===== src/rtl/axis_pattern_pkg.sv =====
// Shared types and constants for the AXI4-Stream pattern generator.
// Holds the mode/state encodings and the Fibonacci LFSR tap masks.
package axis_pattern_pkg;

    typedef enum logic [1:0] {
        MODE_CNT    = 2'd0,
        MODE_CONST  = 2'd1,
        MODE_LFSR   = 2'd2,
        MODE_TOGGLE = 2'd3
    } mode_e;

    typedef enum logic [1:0] {
        ST_IDLE  = 2'd0,
        ST_RUN   = 2'd1,
        ST_DRAIN = 2'd2
    } state_e;

    // Maximal-length taps: x^8+x^6+x^5+x^4+1, x^16+x^14+x^13+x^11+1, x^32+x^22+x^2+x+1
    function automatic logic [31:0] lfsr_taps(input int width);
        case (width)
            8:       return 32'h0000_00B8;
            16:      return 32'h0000_B400;
            32:      return 32'h8020_0003;
            default: return 32'h0000_00B8;
        endcase
    endfunction

endpackage


===== src/rtl/axis_pattern_lfsr.sv =====
// Fibonacci LFSR used by the pattern generator; shifts left, feedback into bit 0.
// next_value exposes the state the register will hold after this edge.
module axis_pattern_lfsr
    import axis_pattern_pkg::*;
#(
    parameter int DATA_WIDTH = 16
) (
    input  logic                  aclk,
    input  logic                  reset,
    input  logic                  load,
    input  logic [DATA_WIDTH-1:0] seed,
    input  logic                  advance,
    output logic [DATA_WIDTH-1:0] value,
    output logic [DATA_WIDTH-1:0] next_value
);

    localparam logic [DATA_WIDTH-1:0] TAPS = DATA_WIDTH'(lfsr_taps(DATA_WIDTH));

    logic [DATA_WIDTH-1:0] r_state;
    logic [DATA_WIDTH-1:0] w_next;

    // Next state: a zero seed would lock the register up, so it becomes 1.
    always_comb begin
        w_next = r_state;
        if (load) begin
            w_next = (seed == '0) ? DATA_WIDTH'(1) : seed;
        end else if (advance) begin
            w_next = {r_state[DATA_WIDTH-2:0], ^(r_state & TAPS)};
        end else begin
            w_next = r_state;
        end
    end

    // State register.
    always_ff @(posedge aclk) begin
        if (reset) begin
            r_state <= DATA_WIDTH'(1);
        end else begin
            r_state <= w_next;
        end
    end

    assign value      = r_state;
    assign next_value = w_next;

endmodule


===== src/rtl/axis_pattern_gen.sv =====
// AXI4-Stream pattern source: counter / constant / LFSR / toggle data with optional
// tlast framing, backpressure handling and a completed-packet status counter.
module axis_pattern_gen
    import axis_pattern_pkg::*;
#(
    parameter int DATA_WIDTH = 16,
    parameter int LEN_WIDTH  = 16,
    parameter int STS_WIDTH  = 32
) (
    input  logic                  aclk,
    input  logic                  reset,
    input  logic                  cfg_enable,
    input  logic [1:0]            cfg_mode,
    input  logic [DATA_WIDTH-1:0] cfg_init,
    input  logic [DATA_WIDTH-1:0] cfg_step,
    input  logic [LEN_WIDTH-1:0]  cfg_pkt_len,
    output logic [DATA_WIDTH-1:0] m_axis_tdata,
    output logic                  m_axis_tvalid,
    input  logic                  m_axis_tready,
    output logic                  m_axis_tlast,
    output logic [STS_WIDTH-1:0]  sts_pkt_cnt,
    output logic                  sts_busy
);

    state_e                r_state;
    mode_e                 r_mode;
    logic [DATA_WIDTH-1:0] r_init;
    logic [DATA_WIDTH-1:0] r_step;
    logic [LEN_WIDTH-1:0]  r_pkt_len;
    logic [LEN_WIDTH-1:0]  r_beat_cnt;
    logic [DATA_WIDTH-1:0] r_tdata;
    logic                  r_tvalid;
    logic                  r_tlast;
    logic [STS_WIDTH-1:0]  r_pkt_cnt;
    logic                  r_busy;

    state_e                w_state_next;
    logic                  w_beat_done;
    logic                  w_framed;
    logic                  w_latch_cfg;
    logic                  w_start;
    logic                  w_advance;
    logic                  w_restart;
    logic                  w_stop;
    logic                  w_pkt_done;
    logic                  w_continue;
    logic                  w_carry;
    logic                  w_lfsr_load;
    logic                  w_lfsr_adv;
    logic [DATA_WIDTH-1:0] w_lfsr_value;
    logic [DATA_WIDTH-1:0] w_lfsr_next;
    logic [DATA_WIDTH-1:0] w_data_next;
    logic                  w_last_next;
    logic                  w_valid_next;
    logic [LEN_WIDTH-1:0]  w_cnt_next;

    assign w_beat_done = r_tvalid & m_axis_tready;
    assign w_framed    = (r_pkt_len != '0);
    // Counter and LFSR keep running across a packet boundary unless the mode changes.
    assign w_continue  = (mode_e'(cfg_mode) == r_mode) &&
                         ((r_mode == MODE_CNT) || (r_mode == MODE_LFSR));
    assign w_carry     = w_restart & w_continue;
    assign w_lfsr_load = w_latch_cfg & ~w_carry;
    assign w_lfsr_adv  = (w_advance | w_carry) & (r_mode == MODE_LFSR);

    axis_pattern_lfsr #(
        .DATA_WIDTH(DATA_WIDTH)
    ) u_lfsr (
        .aclk       (aclk),
        .reset      (reset),
        .load       (w_lfsr_load),
        .seed       (cfg_init),
        .advance    (w_lfsr_adv),
        .value      (w_lfsr_value),
        .next_value (w_lfsr_next)
    );

    // Next-state logic and per-cycle action strobes.
    always_comb begin
        w_state_next = r_state;
        w_latch_cfg  = 1'b0;
        w_start      = 1'b0;
        w_advance    = 1'b0;
        w_restart    = 1'b0;
        w_stop       = 1'b0;
        w_pkt_done   = 1'b0;
        case (r_state)
            ST_IDLE: begin
                if (cfg_enable) begin
                    w_latch_cfg  = 1'b1;
                    w_state_next = ST_RUN;
                end else begin
                    w_state_next = ST_IDLE;
                end
            end
            ST_RUN, ST_DRAIN: begin
                if (!r_tvalid) begin
                    w_start = 1'b1;
                end else if (w_beat_done) begin
                    if (r_tlast) begin
                        w_pkt_done = 1'b1;
                        if (cfg_enable && (r_state == ST_RUN)) begin
                            w_latch_cfg = 1'b1;
                            w_restart   = 1'b1;
                        end else begin
                            w_stop       = 1'b1;
                            w_state_next = ST_IDLE;
                        end
                    end else if (!cfg_enable && !w_framed) begin
                        w_stop       = 1'b1;
                        w_state_next = ST_IDLE;
                    end else begin
                        w_advance = 1'b1;
                        if (!cfg_enable) begin
                            w_state_next = ST_DRAIN;
                        end else begin
                            w_state_next = r_state;
                        end
                    end
                end else if (!cfg_enable && w_framed) begin
                    w_state_next = ST_DRAIN;
                end else begin
                    w_state_next = r_state;
                end
            end
            default: begin
                w_state_next = ST_IDLE;
            end
        endcase
    end

    // Next beat contents.
    always_comb begin
        w_data_next  = r_tdata;
        w_last_next  = r_tlast;
        w_cnt_next   = r_beat_cnt;
        w_valid_next = r_tvalid;
        if (w_start) begin
            w_data_next  = (r_mode == MODE_LFSR) ? w_lfsr_value : r_init;
            w_last_next  = (r_pkt_len == LEN_WIDTH'(1));
            w_cnt_next   = '0;
            w_valid_next = 1'b1;
        end else if (w_advance || w_carry) begin
            case (r_mode)
                MODE_CNT:    w_data_next = r_tdata + r_step;
                MODE_CONST:  w_data_next = r_init;
                MODE_LFSR:   w_data_next = w_lfsr_next;
                MODE_TOGGLE: w_data_next = ~r_tdata;
                default:     w_data_next = r_tdata;
            endcase
            if (w_advance) begin
                w_cnt_next  = r_beat_cnt + LEN_WIDTH'(1);
                w_last_next = w_framed && (w_cnt_next == (r_pkt_len - LEN_WIDTH'(1)));
            end else begin
                w_cnt_next  = '0;
                w_last_next = (cfg_pkt_len == LEN_WIDTH'(1));
            end
        end else if (w_restart) begin
            w_data_next = (mode_e'(cfg_mode) == MODE_LFSR) ? w_lfsr_next : cfg_init;
            w_cnt_next  = '0;
            w_last_next = (cfg_pkt_len == LEN_WIDTH'(1));
        end else if (w_stop) begin
            w_valid_next = 1'b0;
            w_last_next  = 1'b0;
        end else begin
            w_valid_next = r_tvalid;
        end
    end

    // State, shadow config, beat counter, output and status registers.
    always_ff @(posedge aclk) begin
        if (reset) begin
            r_state    <= ST_IDLE;
            r_mode     <= MODE_CNT;
            r_init     <= '0;
            r_step     <= '0;
            r_pkt_len  <= '0;
            r_beat_cnt <= '0;
            r_tdata    <= '0;
            r_tvalid   <= 1'b0;
            r_tlast    <= 1'b0;
            r_pkt_cnt  <= '0;
            r_busy     <= 1'b0;
        end else begin
            r_state    <= w_state_next;
            r_beat_cnt <= w_cnt_next;
            r_tdata    <= w_data_next;
            r_tvalid   <= w_valid_next;
            r_tlast    <= w_last_next;
            r_busy     <= (w_state_next != ST_IDLE);
            if (w_latch_cfg) begin
                r_mode    <= mode_e'(cfg_mode);
                r_init    <= cfg_init;
                r_step    <= cfg_step;
                r_pkt_len <= cfg_pkt_len;
            end
            if (w_pkt_done) begin
                r_pkt_cnt <= r_pkt_cnt + STS_WIDTH'(1);
            end
        end
    end

    assign m_axis_tdata  = r_tdata;
    assign m_axis_tvalid = r_tvalid;
    assign m_axis_tlast  = r_tlast;
    assign sts_pkt_cnt   = r_pkt_cnt;
    assign sts_busy      = r_busy;

endmodule

===== config.mk =====
export PLATFORM = sky130hd
export DESIGN_NAME = axis_pattern_gen
export DESIGN_NICKNAME = d
export VERILOG_FILES = /design/src/rtl/axis_pattern_pkg.sv /design/src/rtl/axis_pattern_lfsr.sv /design/src/rtl/axis_pattern_gen.sv
export SDC_FILE = /design/constraint.sdc
export NUM_CORES = 1
export LEC_CHECK = 0
export CORE_ASPECT_RATIO = 0.7
export CORE_MARGIN = 10
export CORE_UTILIZATION = 51
export DETAILED_ROUTE_END_ITERATION = 8
export GPL_ROUTABILITY_DRIVEN = 1
export PLACE_DENSITY = 0.78
export SYNTH_ARGS = -nofsm -noshare
export SYNTH_HDL_FRONTEND = slang
export SYNTH_SLANG_ARGS = --single-unit

===== constraint.sdc =====
create_clock -name aclk -period 5.45 [get_ports aclk]
set_clock_uncertainty 0.2 [all_clocks]
set_input_delay 1.09 -clock aclk [delete_from_list [all_inputs] [get_ports aclk]]
set_output_delay 1.09 -clock aclk [all_outputs]
set_load 0.005 [all_outputs]

==> results summary, run 1 <==
In the synthesized netlist the dominant register cell turns out to be sky130_fd_sc_hd__dfxtp_1. The total routing resource utilization after global routing is 22.3%. The transition time at the pin with the least slew margin came out at 1.19 ns. In the final design database the tool counted 1214 nets. The count of pins on the block boundary is 105. For this design the static power due to leakage is 3.65 nW. Input and output buffers added on the ports amount to 104.

The standard cell area after detailed placement is 9330 sq um. The ratio of final minimum period to clock period is 78.4%. The maximum clock rate is 234 MHz. The clock-pin slew on the worst setup and hold paths came out at 0.06 ns. Together, buffers and inverters on the worst path number 1. The post-detailed-placement half-perimeter wirelength is 17300 um. The horizontal die dimension came out at 172 um.

The proportion of layout cells with a drive suffix above 1 came out at 7.04%. In the layout the commonest cells are sky130_fd_sc_hd__nand2_1, sky130_fd_sc_hd__dfxtp_1, sky130_fd_sc_hd__clkdlybuf4s50_1, sky130_fd_sc_hd__a21oi_1, sky130_fd_sc_hd__nor2_1. The total grt overflow is 0. The remaining design rule violation count came out at 0. The first-pass detailed-route iteration total is 5. After detailed routing, the total wire length is 24800 um. The number of hold-slack violations in the final timing report came out at 0. The mean number of vias per cell is 6.02. The area growth from synthesis to layout is 20.5%.

In this run, synthesis inferred 0 flip-flops with an integrated enable. The tree built by TritonCTS fans out to 135 sinks. The wire length of the first global-routing pass is 39300 um. The flop and latch count out of synthesis is 135.

Setup repair after global routing left no endpoint under its margin. After synthesis, the cell types taking the most area are sky130_fd_sc_hd__dfxtp_1, sky130_fd_sc_hd__nand2_1, sky130_fd_sc_hd__a21oi_1. The signal on the critical path passes through clkdlybuf4s50_1, and4_1, nand4bb_1, o22ai_2, mux2_2, mux2i_1, a211oi_1, or2_2.

The clock passes through at most 2 buffers. The critical path is of the input port to register type. Of all cell types, the one taking the most synthesized area is sky130_fd_sc_hd__dfxtp_1. The post-CTS setup buffer count came out at 0.

After routing, the total negative slack on setup checks comes to 0 ns. The cell family contributing the most delay on the critical path is compound AO/OA/AOI/OAI gates. The final instance area is 9940 sq um. The floorplan step defined a core boundary enclosing 15700 sq um. TritonCTS built the clock tree. The leading cell type in the layout, fill and taps excluded is sky130_fd_sc_hd__nand2_1. The H-tree depth reported by CTS came out at 4. The areal power density over the cells is 281 nW/um^2.

The headroom to the max-slew limit came out at 20.6%. The initial antenna violation count is 0. The remaining antenna violation count came out at 0. The pin count of the biggest net entering global routing is 76.

For the worst setup path, the data arrival time is 4.40 ns. In this run, placement finished with an instance count of 1318. The worst slack at placement came out at 0.817 ns. Once the clock tree was built, the resizer swapped 0 gates to a different size. Setup violations remaining at the end of the flow were counted as 0. The detailed router placed 8132 vias in this run.

The worst path meets setup with 1.17 ns of slack. In this run, the number of DRC markers left after iteration 0 of detailed routing was 908. The placer congestion estimate came out at 0.944. The tool flagged a number of max-cap violations equal to 0.

The post-synth design cell area is 8240 sq um. The largest individual stage delay along the critical path comes from the cell sky130_fd_sc_hd__o22ai_2. STA classifies the critical path endpoint as a register.

From bottom edge to top edge, the die measures 126 um. The worst hold path class is register to register. The gate count of the mapped netlist came out at 1065. The average wire length per cell after detail routing came out at 18.3 um. The number of antenna cells inserted is 0.

The largest single stage delay on the critical path is 0.96 ns. In this run the mean area of a mapped cell was 7.74 sq um. The required time of the worst setup path is 5.57 ns. The async set-or-reset flop fraction in the synthesized netlist is 0%. The worst-case IR drop observed on VDD is 0.235 mV.

The floorplan step defined a die boundary enclosing 21700 sq um. Synthesis instantiated 77 different standard cells from the library. The synthesized netlist net count is 1142. The count of hold-fix buffers inserted at cts is 0. The post-route non-filler standard cell count came out at 1350. The maximum net fanout on the critical path is 17. The number of global-route vias before repair is 7307. The flow ran to the end, and the final reports show no timing, DRC or antenna violations.

Of the synthesized area, sequential elements account for 32.8%. The portion of synthesized cell area occupied by the leading cell type came out at 32.8%. The initial core utilization came out at 52.5%. The tree is rooted in a sky130_fd_sc_hd__clkbuf_16. The number of buffers inserted during clock tree synthesis is 17. At the later pin of the worst-skew pair, clock insertion delay measures 0.44 ns. The total number of yosys warnings came out at 0. The launching element type of the critical path is an input port. The initialized floorplan defines 38 standard-cell rows.

The final period demand of the worst path is 4.28 ns. The count of final max-slew check failures is 0.
cell families after synthesis:
| logic type | share of synthesized area (%) |
|---|---|
| AND/OR/NAND/NOR | 25.2 |
| AO/OA/AOI/OAI | 19.5 |
| flip-flops | 32.8 |
| buffers and inverters | 4.93 |
| XOR/XNOR | 8.71 |
| multiplexers | 5.24 |
| adder cells (fa/ha/maj) | 3.58 |
flip-flops by register name, indices dropped and copies added (netlist names):
| name | count |
|---|---|
| m_axis_tdata | 16 |
| r_mode | 2 |
| sts_busy | 1 |
| u_lfsr.value | 16 |
| r_step | 16 |
| r_pkt_len | 16 |
| r_beat_cnt | 16 |
| m_axis_tvalid | 1 |
| m_axis_tlast | 1 |
| r_init | 16 |
| r_state | 2 |
| sts_pkt_cnt | 32 |
cells in the mapped netlist, drive strengths merged (17+ instances only):
library cell and instances:
a21oi 100, nand2 195, xnor2 38, a31oi 17
ha 22, nor2 97, clkbuf 46, nand3 27
dfxtp 135, mux2i 33, buf 18, o21ai 39
nor3 23, xor2 38, inv 24, a211oi 17
nor4 21
layer usage:
metal	wire [um]	global-route usage (%)	vias up
met4	305	5.01	0
met2	10100	31.1	415
met3	3000	8.12	36
li1	-	-	3927
met1	11400	31.9	3754
met5	0	0	-
worst reg2reg max path, stage by stage, from the launching register on:
cell and delay (ns):
sky130_fd_sc_hd__dfxtp_1 0.38, sky130_fd_sc_hd__inv_1 0.06, sky130_fd_sc_hd__ha_1 0.36, sky130_fd_sc_hd__and4_1 0.46, sky130_fd_sc_hd__nand4bb_1 0.22, sky130_fd_sc_hd__o22ai_2 0.96
sky130_fd_sc_hd__mux2_2 0.44, sky130_fd_sc_hd__mux2i_1 0.22, sky130_fd_sc_hd__a211oi_1 0.12, sky130_fd_sc_hd__or2_2 0.30
worst paths after layout:
| check | from | to | slack (ns) | cells past startpoint |
|---|---|---|---|---|
| setup / recovery | m_axis_tready | m_axis_tdata[2]$_SDFFE_PP0P_ | 1.17 | 8 |
| setup reg to reg | r_state[0]$_SDFF_PP0_ | m_axis_tdata[2]$_SDFFE_PP0P_ | 1.60 | 9 |
| hold reg to reg | r_step[3]$_SDFFE_PP0N_ | r_step[3]$_SDFFE_PP0N_ | 0.26 | 2 |
| hold / removal | r_step[3]$_SDFFE_PP0N_ | r_step[3]$_SDFFE_PP0N_ | 0.26 | 2 |
where the power goes:
group,internal [mW],switching [mW]
registers,1.04,0.0642
clock network,0.737,0.465
logic,0.219,0.270
through the flow:
| stage | total power [mW] | hold WS, ns | utilization (%) |
|---|---|---|---|
| floorplan | 1.42 | 0.240 | - |
| global placement | 1.59 | 0.250 | 59.4 |
| detailed placement | 1.59 | 0.253 | 59.4 |
| CTS | 2.79 | 0.261 | 63.3 |
| global route | 2.90 | 0.279 | 63.3 |
| finish | 2.79 | 0.259 | 63.3 |
cell type report:
type / count / area, sq um
clock inverters: 13 / 168
multi-input cells: 841 / 5140
flip-flops and latches: 135 / 2700
repair buffers: 118 / 1140
clock buffers: 19 / 443
inverters: 24 / 90.1
well taps: 200 / 250
fillers: 1374 / 5750
No activity file was read; power rests on OpenSTA's default activity.
==> inputs of run 2 (changes only) <==
--- a/config.mk
+++ b/config.mk
@@ -10,7 +10,7 @@
 export CORE_UTILIZATION = 51
 export DETAILED_ROUTE_END_ITERATION = 8
 export GPL_ROUTABILITY_DRIVEN = 1
-export PLACE_DENSITY = 0.78
+export PLACE_DENSITY = 0.81
 export SYNTH_ARGS = -nofsm -noshare
 export SYNTH_HDL_FRONTEND = slang
 export SYNTH_SLANG_ARGS = --single-unit
==> constraint.sdc (replaced) <==
create_clock -name aclk -period 3.7 [get_ports aclk]
set_clock_uncertainty 0.2 [all_clocks]
set_input_delay 0.74 -clock aclk [delete_from_list [all_inputs] [get_ports aclk]]
set_output_delay 0.74 -clock aclk [all_outputs]
set_load 0.005 [all_outputs]
==> run 2 against run 1 <==
  * Hold slack better by 0.0020 ns
  * Register-to-register slack worse by 1.1 ns
  * Critical path type is now register to register
  * Die area unchanged
  * Cell count up 0.89%
  * Critical path depth unchanged
  * Sequential cell count unchanged
  * Highest routed layer unchanged
  * Clock power up 42%
  * Combinational power up 51%
  * Wire length up 3.9%
  * Utilization up 0.48 points
==> results summary, run 2 (synthesized netlist as in run 1, its figures left out) <==
The number of violations of the max-capacitance limit is 0 (unchanged). The maximum buffer depth of the clock tree came out at 2 (unchanged). The count of input and output buffers is 104 (unchanged).

The largest individual stage delay along the critical path comes from the cell sky130_fd_sc_hd__nor4_1. The wire length of the first global-routing pass came out at 41400 um (+5.3%). The total die area is 21700 sq um (unchanged). The total power of the final layout is 4.06 mW (+45%). The areal power density over the cells came to 406 nW/um^2 (+44%).

The required time of the worst setup path came to 3.82 ns (-1.75 ns). TritonCTS built the clock tree. The clock network latency to the later pin of the worst-skew pair is 0.43 ns (about the same). STA classifies the critical path startpoint as a register. The highest cell delay on the worst timing path came out at 0.66 ns (-0.30 ns).

The cell total after placement is 1330 (+0.91%). The total grt overflow is 0 (unchanged). The remaining antenna violation count is 0 (unchanged).

The number of hold-slack violations in the final timing report came out at 0 (unchanged). The mean number of vias per cell came out at 6.16 (+2.3%). The arrival time of data at the critical path endpoint is 3.37 ns (-1.03 ns). The worst hold path class is register to register. The flow ran to the end, and the final reports show no timing, DRC or antenna violations. Based on the critical path, the design can be clocked at up to 308 MHz. The number of resized instances in the post-cts repair step is 0 (unchanged). On the critical path the largest part of the delay comes from simple AND/OR/NAND/NOR gates. The vertical die dimension is 126 um (unchanged). The library cell used most frequently in the layout, excluding fill and tap cells, is sky130_fd_sc_hd__nand2_1. The maximum net fanout on the critical path is 24 (+7). The average wire length per cell after detail routing came out at 18.9 um (+3.0%). The post-CTS setup buffer count is 0 (unchanged). The count of final max-slew check failures came out at 0 (unchanged).

The floorplan core area came out at 15700 sq um (unchanged). The critical path goes through nor4_1, nand4_1, nand2_1, buf_4, nand2_1, nor4_1, o22ai_1, a22o_1. The sum of buffers and inverters on the critical path is 1 (unchanged).

The top cell types in the final layout, fill and taps aside, are sky130_fd_sc_hd__nand2_1, sky130_fd_sc_hd__dfxtp_1, sky130_fd_sc_hd__clkdlybuf4s50_1, sky130_fd_sc_hd__a21oi_1, sky130_fd_sc_hd__nor2_1. The final period demand of the worst path is 3.25 ns. The flip-flop count of the largest register, all copies and words added came out at 32 (unchanged). The remaining design rule violation count is 0 (unchanged). The final wirelength is 25700 um (+3.9%). The critical path in this run is classified as register to register.

The number of design-rule violations left by the first detailed-router iteration is 1011 (+11%). The initial antenna violation count is 0 (unchanged). The final hold slack is 0.261 ns (+0.00201 ns). The horizontal die dimension was 172 um (unchanged).

The maximum VDD drop came out at 0.315 mV (+34%). The H-tree depth reported by CTS was 4 (unchanged). The ratio of final minimum period to clock period came out at 87.8%. The number of global-route vias before repair came out at 7954 (+8.9%). The number of buffers inserted during clock tree synthesis came out at 17 (unchanged). The count of hold-fix buffers inserted at cts is 0 (unchanged). The sequential standard cell area is 2700 sq um (unchanged).

The initial core utilization is 52.5% (unchanged). STA classifies the critical path endpoint as a register. The number of antenna cells inserted is 0 (unchanged). The count of pins on the block boundary came out at 105 (unchanged).

The clock root buffer is sky130_fd_sc_hd__clkbuf_16. The first-pass detailed-route iteration total is 6 (+1). The filler cell count is 1322 (-3.8%). The headroom to the max-slew limit was 45.6% (+25 points).

The final total negative setup slack is 0 ns (unchanged). The clock sink total is 135 (unchanged). The final-report setup violation count is 0 (unchanged).

The number of nets at the end of the flow is 1226 (+0.99%). The post-route non-filler standard cell count was 1362 (+0.89%). The post-detailed-placement half-perimeter wirelength was 18200 um (+5.2%). The leakage power summed over all cells is 3.70 nW (+1.4%).

The via total after detailed routing is 8391 (+3.2%). The total routing resource utilization after global routing is 23.3% (+0.94 points). Setup repair after global routing left no endpoint under its margin. The area added between synthesis and finish came out at 21.4%. The pin count of the biggest net entering global routing was 58 (-24%). The clock-pin slew on the worst setup and hold paths came out at 0.06 ns (about the same). The area occupied by multi-input gates came out at 5140 sq um (unchanged). The proportion of layout cells with a drive suffix above 1 is 8.09% (+1.0 points).

The placer congestion estimate is 0.963 (+2.0%). The transition time at the pin with the least slew margin came out at 0.817 ns (-0.374 ns). The placement row count was 38 (unchanged).
-- run 2: worst paths after layout --
| check | startpoint | endpoint | slack (ns) | cells past startpoint |
|---|---|---|---|---|
| worst max-delay path | r_pkt_len[8]$_SDFFE_PP0N_ | m_axis_tdata[3]$_SDFFE_PP0P_ | 0.45 | 8 |
| worst min-delay path | r_step[4]$_SDFFE_PP0N_ | r_step[4]$_SDFFE_PP0N_ | 0.26 | 2 |
| worst max register to register | r_pkt_len[8]$_SDFFE_PP0N_ | m_axis_tdata[3]$_SDFFE_PP0P_ | 0.45 | 8 |
| worst min register to register | r_step[4]$_SDFFE_PP0N_ | r_step[4]$_SDFFE_PP0N_ | 0.26 | 2 |
-- run 2: area by class of cell --
type | count | area share, %
multi-input combinational | 841 | 51.3
sequential | 135 | 27.0
timing repair buffer | 130 | 12.4
clock buffer | 17 | 4.25
tap | 200 | 2.50
clock inverter | 15 | 1.57
inverter | 24 | 0.900
-- run 2: metal layers --
metal / part of all wire [%] / vias up / global-route usage [%]
met5: 0 / - / 0
met2: 42 / 476 / 33.9
met1: 44 / 3886 / 32.1
met3: 12 / 69 / 7.47
met4: 2.0 / 0 / 6.57
li1: - / 3960 / -
-- run 2: worst reg2reg max path: cells and delay by family (launching register included) --
kind	cells	cell delay, ns
buffers and inverters	1	0.27
AOI/OAI and AO/OA	2	0.32
and+or+nand+nor	5	1.96
DFF	1	0.40
-- run 2: metrics by stage --
step	cell area [sq um]	setup slack (ns)	utilization, %
2_1_floorplan	8240	0.736	-
3_3_place_gp	9430	0.265	60.1
6_report	10000	0.450	63.8
4_1_cts	10000	0.561	63.8
3_5_place_dp	9430	0.181	60.1
5_1_grt	10000	0.240	63.8
-- run 2: report_power, final --
group	total, mW	switching (mW)	internal, mW
sequential	1.62	0.0904	1.52
clock	1.70	0.750	0.954
combinational	0.742	0.412	0.330
total	4.06	1.25	2.81
